<file path="config.mk">
export PLATFORM = sky130hd
export DESIGN_NAME = display_scan_ctrl_flat
export DESIGN_NICKNAME = d
export VERILOG_FILES = /design/src/rtl/display_scan_ctrl_if.sv /design/src/rtl/display_scan_ctrl.sv /design/src/flat_wrapper.sv
export SDC_FILE = /design/constraint.sdc
export NUM_CORES = 1
export LEC_CHECK = 0
export CORE_MARGIN = 3
export CORE_UTILIZATION = 40
export DETAILED_ROUTE_END_ITERATION = 10
export SKIP_CTS_REPAIR_TIMING = 1
export SYNTH_ARGS = -nofsm -noshare
export SYNTH_HDL_FRONTEND = slang
export SYNTH_SLANG_ARGS = --single-unit
</file>
<file path="constraint.sdc">
create_clock -name clk -period 1.83 [get_ports clk]
set_input_delay 0.549 -clock clk [delete_from_list [all_inputs] [get_ports clk]]
set_output_delay 0.549 -clock clk [all_outputs]
set_load 0.02 [all_outputs]
</file>
<file path="src/rtl/display_scan_ctrl_if.sv">
// display_scan_ctrl_if: control, mux and shift-register chain signals of the display scanner
interface display_scan_ctrl_if #(parameter int NUM_DIGITS = 6);
  logic en;
  logic start;
  logic [NUM_DIGITS-1:0] dp_mask;
  logic [6:0] led_in;
  logic [2:0] segment_select;
  logic sr_data;
  logic sr_clk;
  logic sr_latch;
  logic busy;
  logic frame_done;
  modport master(output en, start, dp_mask, led_in, input segment_select, sr_data, sr_clk, sr_latch, busy, frame_done);
  modport slave(input en, start, dp_mask, led_in, output segment_select, sr_data, sr_clk, sr_latch, busy, frame_done);
endinterface

</file>
<file path="src/rtl/display_scan_ctrl.sv">
// display_scan_ctrl: scans digits through the 7-seg mux and serializes them into a 595 chain
module display_scan_ctrl #(
  parameter int NUM_DIGITS = 6,
  parameter int HALF_CYCLES = 1
) (
  input logic clk,
  input logic reset,
  display_scan_ctrl_if.slave bus
);
  localparam int HW = HALF_CYCLES > 1 ? $clog2(HALF_CYCLES) : 1;
  localparam logic [2:0] LAST = 3'(NUM_DIGITS - 1);
  typedef enum logic [2:0] {IDLE, LOAD, SHIFT_LO, SHIFT_HI, LATCH} state_t;
  state_t state, nxt;
  logic [HW-1:0] hc;
  logic [2:0] digit, digit_nxt, bit_cnt, bit_nxt;
  logic [7:0] sreg, sreg_nxt, dp_ext;
  logic hc_last;
  assign hc_last = hc == HW'(HALF_CYCLES - 1);
  assign dp_ext = 8'(bus.dp_mask);
  always_comb begin
    nxt = state;
    digit_nxt = digit;
    bit_nxt = bit_cnt;
    sreg_nxt = sreg;
    case (state)
      IDLE: begin
        nxt = bus.start ? LOAD : IDLE;
        digit_nxt = LAST;
      end
      LOAD: begin
        nxt = SHIFT_LO;
        sreg_nxt = {dp_ext[digit], bus.led_in};
        bit_nxt = 3'd7;
      end
      SHIFT_LO: nxt = hc_last ? SHIFT_HI : SHIFT_LO;
      SHIFT_HI: if (hc_last) begin
        sreg_nxt = sreg << 1;
        bit_nxt = bit_cnt - 3'd1;
        digit_nxt = bit_cnt == 3'd0 ? digit - 3'd1 : digit;
        nxt = bit_cnt != 3'd0 ? SHIFT_LO : digit != 3'd0 ? LOAD : LATCH;
      end
      LATCH: nxt = hc_last ? IDLE : LATCH;
      default: nxt = IDLE;
    endcase
    if (!bus.en) nxt = IDLE;
  end
  // outputs are registered from the next state so they line up with the state they describe
  always_ff @(posedge clk) begin
    if (reset) begin
      state <= IDLE;
      hc <= '0;
      digit <= '0;
      bit_cnt <= '0;
      sreg <= '0;
      bus.segment_select <= 3'h7;
      bus.sr_data <= 1'b0;
      bus.sr_clk <= 1'b0;
      bus.sr_latch <= 1'b0;
      bus.busy <= 1'b0;
      bus.frame_done <= 1'b0;
    end else begin
      state <= nxt;
      hc <= nxt != state ? '0 : hc + 1'b1;
      digit <= digit_nxt;
      bit_cnt <= bit_nxt;
      sreg <= sreg_nxt;
      bus.segment_select <= nxt == LOAD ? digit_nxt : 3'h7;
      bus.sr_data <= (nxt == SHIFT_LO || nxt == SHIFT_HI) && sreg_nxt[7];
      bus.sr_clk <= nxt == SHIFT_HI;
      bus.sr_latch <= nxt == LATCH;
      bus.busy <= nxt != IDLE;
      bus.frame_done <= state == LATCH && nxt == IDLE && bus.en;
    end
  end
endmodule
</file>
<file path="src/flat_wrapper.sv">
// flat-port wrapper written by rule: the top's interface ports become plain ports
module display_scan_ctrl_flat 
#(
  parameter int NUM_DIGITS = 6,
  parameter int HALF_CYCLES = 1
)
  (clk, reset, bus_en, bus_start, bus_dp_mask, bus_led_in, bus_segment_select, bus_sr_data, bus_sr_clk, bus_sr_latch, bus_busy, bus_frame_done);
  display_scan_ctrl_if #(.NUM_DIGITS(NUM_DIGITS)) bus_i ();
  input logic clk;
  input logic reset;
  input wire logic [$bits(bus_i.en)-1:0] bus_en;
  input wire logic [$bits(bus_i.start)-1:0] bus_start;
  input wire logic [$bits(bus_i.dp_mask)-1:0] bus_dp_mask;
  input wire logic [$bits(bus_i.led_in)-1:0] bus_led_in;
  output wire logic [$bits(bus_i.segment_select)-1:0] bus_segment_select;
  output wire logic [$bits(bus_i.sr_data)-1:0] bus_sr_data;
  output wire logic [$bits(bus_i.sr_clk)-1:0] bus_sr_clk;
  output wire logic [$bits(bus_i.sr_latch)-1:0] bus_sr_latch;
  output wire logic [$bits(bus_i.busy)-1:0] bus_busy;
  output wire logic [$bits(bus_i.frame_done)-1:0] bus_frame_done;
  assign bus_i.en = bus_en;
  assign bus_i.start = bus_start;
  assign bus_i.dp_mask = bus_dp_mask;
  assign bus_i.led_in = bus_led_in;
  assign bus_segment_select = bus_i.segment_select;
  assign bus_sr_data = bus_i.sr_data;
  assign bus_sr_clk = bus_i.sr_clk;
  assign bus_sr_latch = bus_i.sr_latch;
  assign bus_busy = bus_i.busy;
  assign bus_frame_done = bus_i.frame_done;
  display_scan_ctrl #(.NUM_DIGITS(NUM_DIGITS), .HALF_CYCLES(HALF_CYCLES)) u_core (.clk(clk), .reset(reset), .bus(bus_i));
endmodule
</file>
### Word level (Yosys, flattened, before mapping)

Cells that the tools add are included.
Widths: inputs -> output; s select.

| word-level totals | value |
|---|---|
| input port bits | 17 |
| word-level logic and storage cells | 58 |
| output and inout bits | 8 |
| register bits | 26 |

| operators by class | value |
|---|---|
| add/subtract/negate cells | 3 |
| multiplexer cells | 17 |
| reduce and logical (&&, ||, !) cells | 14 |
| bitwise operators | 1 |
| equality and inequality tests | 10 |
| $lt $le $gt $ge | 1 |

Operator list:

| operator | count |
|---|---|
| $mux 3 | 8 |
| $pmux 8 s2 | 1 |
| $pmux 3 s5 | 1 |
| $eq 3x2->1 const B | 4 |
| $pmux 3 s2 | 2 |
| $logic_not 3->1 | 3 |
| $reduce_bool 3->1 | 3 |
| $mux 8 | 1 |
| $eq 3x1->1 const B | 2 |
| $eq 3x3->1 const B | 2 |
| $sub 3x1->3 const B | 2 |
| $lt 3x4->1 const B | 1 |
| $reduce_or 2->1 | 2 |
| $bmux 1 s3 | 1 |
| $logic_and 1x1->1 | 3 |
| $mux 1 | 3 |
| $ne 3x3->1 | 1 |
| $ne 2x2->1 const B | 1 |
| $reduce_and 2->1 | 1 |
| $reduce_bool 2->1 | 1 |
| $add 1x1->1 const B | 1 |
| $logic_or 1x1->1 | 1 |
| $not 1->1 | 1 |

### Logic depth before layout (Yosys ltp)

Gate-level depths: netlist of the first run.

| depth | value |
|---|---|
| word-level depth | 9 |
| depth in mapped cells | 7 |
| gate-level depth less buffers | 6 |

### Worst setup path after synthesis of the first run

Ideal clock, no wire load.

| path | value |
|---|---|
| path kind | in2reg |
| from | input bus_dp_mask[3] |
| to | register u_core.bus.sr_data |
| stages on the path | 4 |
| arrival | 1.497 ns |
| setup slack | 0.213 ns |
| data required time | 1.710 ns |
| library setup time | 0.120 ns |
| buffers on the path | 0 |
| cell sequence | mux4_2 -> a221oi_2 -> a2111oi_2 -> nor2b_1 |

| between the ends | value |
|---|---|
| cells in the longest elaborated chain, start to end | 4 |

RTL lines:

| what | line | source |
|---|---|---|
| from (decl) | flat_wrapper.sv:13 | `input wire logic [$bits(bus_i.dp_mask)-1:0] bus_dp_mask;` |
| $bmux 1 s3 | display_scan_ctrl.sv:32 | `sreg_nxt = {dp_ext[digit], bus.led_in};` |
| $mux 1 (not written as such) | display_scan_ctrl.sv:32 |  |
| $pmux 8 s2 | display_scan_ctrl.sv:25 | `case (state)` |
| $logic_and 1x1->1 | display_scan_ctrl.sv:68 | `bus.sr_data <= (nxt == SHIFT_LO \|\| nxt == SHIFT_HI) && sreg_nxt[7];` |
| to (signal assigned) | display_scan_ctrl.sv:68 |  |
| to (decl) | display_scan_ctrl_if.sv:14 | `modport slave(input en, start, dp_mask, led_in, output segment_select, sr_data, sr_clk, sr_latch, busy, frame_ ...` |

No other way between the ends. The select of a mux whose other input is x is not followed.
A chain may end at the register's enable or synchronous reset.

### Worst setup path in the final report of the first run

| path | value |
|---|---|
| from | register u_core.bus.segment_select[0] |
| to | output bus_segment_select[0] |

RTL lines:

| what | line | source |
|---|---|---|
| from (decl) | display_scan_ctrl_if.sv:14 |  |
| from (signal assigned) | display_scan_ctrl.sv:67 | `bus.segment_select <= nxt == LOAD ? digit_nxt : 3'h7;` |
| to (decl) | flat_wrapper.sv:15 | `output wire logic [$bits(bus_i.segment_select)-1:0] bus_segment_select;` |

No word-level cell between the ends.

==> impl_results.md, run 1 <==
* Overall routing resource usage at between 10% and 20%
* Utilization after layout at between 50 and 60%
* Buf+Inv Stages, Crit Path at 1
* Vias at 1081
* Net Count, Synth at between 150 and 200
* Yosys top cell area share at between 40% and 50%
* TNS Setup at 0 ns
* Largest net degree at the start of global routing at 18
* Crit Path Category: reg2out
* Initial Utilization at roughly 43%
* RePlAce Congestion at 0.7674
* Worst Skew at 0.005931 ns
* CP delay by family, top: buffers and inverters
* Remaining DRCs at 0
* Final net count at 194
* Unrepaired setup endpoints after global routing: false
* Relative slew slack at between 70% and 80%
* Synth Instances at between 100 and 150
* Initial antenna violation count at 0
* Drt total wl at between 2 and 3 mm
* Final period utilization at between 90% and 100%
* Syn-to-layout area delta at 32.83%
* Most area-hungry cell type in the Yosys netlist: dfxtp_1
* Comb pwr share at roughly 17%
* Routed len/inst at between 10 and 15 µm
* Worst Setup Start Kind: flip-flop
* Vias in the first global route at 1055
* 1st-iter DRT viols at 32
* NetSw at about 0.00027 W
* Sw Share at roughly 25%
* # fillers at 270
* Antenna-violating nets left at 0
* Vias per Instance at 5.051
* Tightest Hold Check Type: reg2reg
* Clk pin slew, worst setup/hold paths at around 0.13 ns
* Design area at 0.001660 mm²
* Post-synth EDFFs at 0
* Worst-Margin Slew at between 0.4 and 0.5 ns
* Post-synthesis sequential area ratio at between 40% and 50%
* Warnings from Yosys at 0
* Average cell area after synthesis at a little under 9 µm²
* # port buffers at 24
* Cts bufs inserted at 3
* CP max FO at 1
* #FFs+latches synth at 26
* Status: finished, final reports clean
* Layout cells sized above 1 at 16.86%
* CP Cell Sequence: clkdlybuf4s50_1
* Slowest stage delay, CP at approximately 0.60 ns
* CTS Buffer Depth at 2
* TritonCTS clock tree: yes
* DIE AREA at about 0.0038 mm²
* Die Wd at ~62 µm
* Critical-path cell with the highest stage delay: clkdlybuf4s50_1
* Pwr dens at 652.0 mW/mm²
* Fin. max-slew vios at 0
* Total grt overflow at 0
* Worst EP required at between 1 and 1.5 ns
* ANT cells at 0
* CTS Sinks at 26
* Die Y-Extent at between 60 and 70 µm
* Area post-placement at between 0.0015 and 0.002 mm²
* Clock Power Share at between 20% and 30%
* Worst setup EP type: output pin
* Root buf cell: clkbuf_4
* Multi-input gate area at 655.6 µm²
* Finished Layout Cells at roughly 210
* Sequential Area at 521.8 µm²
* Synth cell types at 43
* Dpl hpwl at around 2.1 mm
* H-tree depth at 1
* DP Cell Count at 210
* Worst-Skew Late Latency at between 0.3 and 0.4 ns
* First-pass GRT wire length at about 4.7 mm
* Seq pwr share at approximately 57%
* Static leakage at 0.7163 nW
* Predominant post-synthesis flop cell: dfxtp_1
* Router iterations before antenna repair at 4
* Final min period at ~1.8 ns
* FMAX at ~560 MHz
* Synthesized area at approximately 0.0012 mm²
* Int Pwr at 0.0008134 W
* Final Hold Vio Count at 0
* Synth area leaders: dfxtp_1, nor2_1, ha_1, o22ai_1, nor3_1
* Crit path DAT at roughly 1.2 ns
* Max VDD drop at 0.4620 mV
* Min Hold Slack at 0.4765 ns
* Max_cap viols at 0
* Fraction of registers with async set/reset at 0%
* I/O pin count at 25
* Core area at ~0.0029 mm²
* Final Setup Violations at 0
* # rows at 19
## cell families after synthesis
group                      synth area share [%]
AOI/OAI and AO/OA                         17.52
adders and majority gates                 4.004
buffers and inverters                     5.906
DFF                                       41.64
muxes                                     3.503
and+or+nand+nor                           27.43
## stage by stage
stage	setup WS, ns	power, W
final	0.04498	0.001083
after global routing	0.0007686	0.001138
after CTS	-0.006732	0.001097
after detailed placement	-0.2406	0.0008104
after global placement	-0.2054	0.0008053
after floorplan	0.2130	0.0007245
## power groups by stage
stage,logic [W],clock network (W),registers [W]
final,0.000183,0.000286,0.000614
after global routing,0.000206,0.000314,0.000618
after CTS,0.000186,0.000298,0.000613
after detailed placement,0.000184,0,0.000626
after global placement,0.000180,0,0.000625
after floorplan,0.000104,0,0.000621
## cells in the final DEF, fill, tap and decap left out, types with 2 or more instances in the layout
cell and instances:
dfxtp_1 25, nor2_1 21, clkdlybuf4s50_1 17, buf_4 12
inv_1 7, nor3_1 7, dlymetal6s2s_1 7, a21oi_1 6
o22ai_1 6, nor2b_1 5, nand3_1 5, nand2_1 5
nand2b_1 4, ha_1 4, nand4b_1 3, clkbuf_4 3
nand4_1 2, and4b_1 2, a211oi_1 2
## cells in the mapped netlist (2+ instances only)
cell      number
nor2_1        21
nand4b_1       3
o21ai_0        2
a21oi_1        6
ha_1           4
nand2b_1       4
nor2b_1        5
buf_2          5
and4b_1        2
nand4_1        2
nor3_1         7
dfxtp_1       26
nand3_1        5
nand2_1        5
buf_4          2
clkbuf_1       2
a211oi_1       2
o22ai_1        6
inv_1          7
## sequential cells by signal (all words and copies together), names as in the netlist
name,cells
u_core.bus.sr_data,1
u_core.hc,1
u_core.bus.frame_done,1
u_core.sreg,8
u_core.state,3
u_core.bus.busy,1
u_core.digit,3
u_core.bit_cnt,3
u_core.bus.sr_clk,1
u_core.bus.sr_latch,1
u_core.bus.segment_select,3
## path summary, 6_finish.rpt
| kind | startpoint | to | slack, ns | cells after the start |
|---|---|---|---|---|
| worst max register to register | u_core.state[1] | u_core.bus.frame_done | 0.17 | 4 |
| worst max-delay path | u_core.bus.segment_select[0] | bus_segment_select[0] | 0.04 | 1 |
| worst min-delay path | u_core.bit_cnt[0] | u_core.bit_cnt[0] | 0.48 | 1 |
| worst min register to register | u_core.bit_cnt[0] | u_core.bit_cnt[0] | 0.48 | 1 |
## cell type report
type	instances	area share, %
clock buffer	4	2.185
sequential	26	31.42
tap	42	3.165
multi-input combinational	98	39.49
inverter	7	1.583
timing repair buffer	37	22.16
## layer usage
layer	routed length (µm)	track usage [%]
met3	126	4.545
met1	1347	22.13
met5	0	0
met2	1271	26.31
met4	18	2.727
Power figures use the tool's default switching activity.
==> run 2, diff against run 1 <==
Settings changed: GPL_TIMING_DRIVEN set to 0, TNS_END_PERCENT set to 10.
==> run 2 against run 1 <==
  * Worst setup slack gained 0.037 ns
  * Final area shrank 3.2%
  * Sequential cell count is the same
  * Clock power grew 2%
  * Count of clock-buffer cells in the layout is the same
  * Critical endpoint is now u_core.bus.sr_data
  * Largest power group unchanged
  * Highest routed layer unchanged
==> impl_results.md, run 2 (synthesis gave the netlist of run 1 again) <==
* Max_cap viols at 0
* Remaining DRCs at 0
* CP delay by family, top: multiplexers
* ANT cells at 0
* CTS Buffer Depth at 2
* # port buffers at 24
* CP Cell Sequence: clkdlybuf4s50_1 -> mux4_2 -> a221oi_2 -> a2111oi_2 -> nor2b_1
* CP max FO at 2
* Drt total wl at between 2 and 3 mm
* Worst-Margin Slew at between 0.5 and 0.6 ns
* Vias per Instance at roughly 5.4
* Status: finished, final reports clean
* Router iterations before antenna repair at 4
* Dpl hpwl at between 2 and 2.5 mm
* # rows at 19
* Final Setup Violations at 0
* Cell count of the worst hold path at 1
* Final net count at 190
* TritonCTS clock tree: yes
* Min Hold Slack at 0.4732 ns
* # fillers at ~290
* Static leakage at around 0.7 nW
* Unrepaired setup endpoints after global routing: true
* CTS Sinks at 26
* Register with the most flip-flops: u_core.sreg
* Core area at about 0.0029 mm²
* Finished Layout Cells at 210
* RePlAce Congestion at roughly 0.82
* Worst Setup Start Kind: input port
* Tightest Hold Check Type: reg2reg
* Pwr dens at 669.6 mW/mm²
* DP Cell Count at 206
* Worst-Skew Late Latency at ~0.32 ns
* Vias at 1124
* First-pass GRT wire length at roughly 4.6 mm
* Root buf cell: clkbuf_4
* Layout cells sized above 1 at 14.29%
* Total grt overflow at 0
* Worst Hold Launch: u_core.bit_cnt[0]
* R2R depth at 6
* Hold-critical path endpoint: u_core.bit_cnt[0]
* Max VDD drop at between 0.4 and 0.5 mV
* I/O pin count at 25
* Most frequent cells in the layout: dfxtp_1, nor2_1, clkdlybuf4s50_1
* Worst EP required at just over 2 ns
* Initial Utilization at between 40% and 50%
* FMAX at roughly 570 MHz
* Cts bufs inserted at 3
* Worst setup EP type: flip-flop
* Reg-to-reg critical path endpoint: u_core.bus.segment_select[2]
* Final min period at approximately 1.7 ns
* Syn-to-layout area delta at 28.63%
* Overall routing resource usage at approximately 16%
* Crit path DAT at 1.98 ns
* Antenna-violating nets left at 0
* H-tree depth at 1
* Fin. max-slew vios at 0
* Multi-input gate area at ~660 µm²
* Slowest stage delay, CP at around 0.47 ns
* Relative slew slack at approximately 65%
* Final period utilization at a little over nine tenths
* Routed len/inst at approximately 14 µm
* Initial antenna violation count at 0
* Clk pin slew, worst setup/hold paths at about 0.14 ns
* Sequential Area at around 520 µm²
* Largest net degree at the start of global routing at 15
* Crit Path Category: in2reg
* Final Hold Vio Count at 0
* Critical-path cell with the highest stage delay: mux4_2
* 1st-iter DRT viols at 27
* Worst Skew at ~0.0016 ns
* Die Wd at a little over 60 µm
* Leading cell type in the layout, fill and taps excluded: dfxtp_1
* DIE AREA at about 0.0038 mm²
* Max reg flops at 8
* Worst reg2reg path startpoint: u_core.state[0]
* Buf+Inv Stages, Crit Path at 1
* Die Y-Extent at around 62 µm
* Utilization after layout at between 50% and 60%
* R2r setup slk at 0.17 ns
* Vias in the first global route at about 1000
-- run 2: layout make-up --
type                    count  area share [%]
plain buffers               9           2.957
repair buffers             24           16.19
well taps                  42           3.268
inverters                   7           1.634
flip-flops and latches     26           32.37
multi-input cells          98           41.32
clock buffers               4           2.257
-- run 2: stage by stage --
stage | total power (W) | TNS [ns] | cell area [µm²] | setup slack (ns)
after global placement | 0.0007903 | -2.197 | 1543 | -0.3024
final | 0.001077 | 0 | 1608 | 0.08238
after floorplan | 0.0007245 | 0 | 1250 | 0.2130
after detailed placement | 0.0007968 | -2.689 | 1543 | -0.3326
after CTS | 0.001085 | -0.01793 | 1579 | -0.01793
after global routing | 0.001129 | -0.002065 | 1608 | -0.001957
-- run 2: worst max path at each step --
stage | slack [ns] | from | endpoint | cells past startpoint
2_1_floorplan | 0.21 | bus_dp_mask[3] | u_core.bus.sr_data | 4
3_3_place_gp | -0.30 | bus_en | u_core.bus.frame_done | 4
3_5_place_dp | -0.33 | bus_en | u_core.bus.frame_done | 4
4_1_cts | -0.02 | u_core.bit_cnt[0] | u_core.bus.frame_done | 7
5_1_grt | -0.002 | u_core.bit_cnt[0] | u_core.bus.frame_done | 7
6_report | 0.08 | bus_dp_mask[0] | u_core.bus.sr_data | 5
-- run 2: worst register-to-register path, stage by stage (launching register included) --
cell      delay, ns
dfxtp_1        0.37
buf_4          0.17
nor4bb_1       0.32
buf_2          0.25
nand4_1        0.11
a21oi_1        0.23
nand4b_1       0.11
-- run 2: report_power, final --
| part | total (W) | internal [W] | switching [W] | leakage [nW] |
|---|---|---|---|---|
| Combinational | 0.000176 | 0.0000894 | 0.0000866 | 0.453 |
| Sequential | 0.000610 | 0.000590 | 0.0000201 | 0.212 |
| Clock | 0.000291 | 0.000122 | 0.000169 | 0.0210 |
| Total | 0.00108 | 0.000801 | 0.000276 | 0.686 |
-- run 2: routing by layer --
layer	vias up	track usage [%]	part of all wire (%)
li1	559	-	-
met1	532	22.67	47
met2	28	26.16	47
met3	5	3.099	4.6
met4	0	4.545	1.2
met5	-	0	0
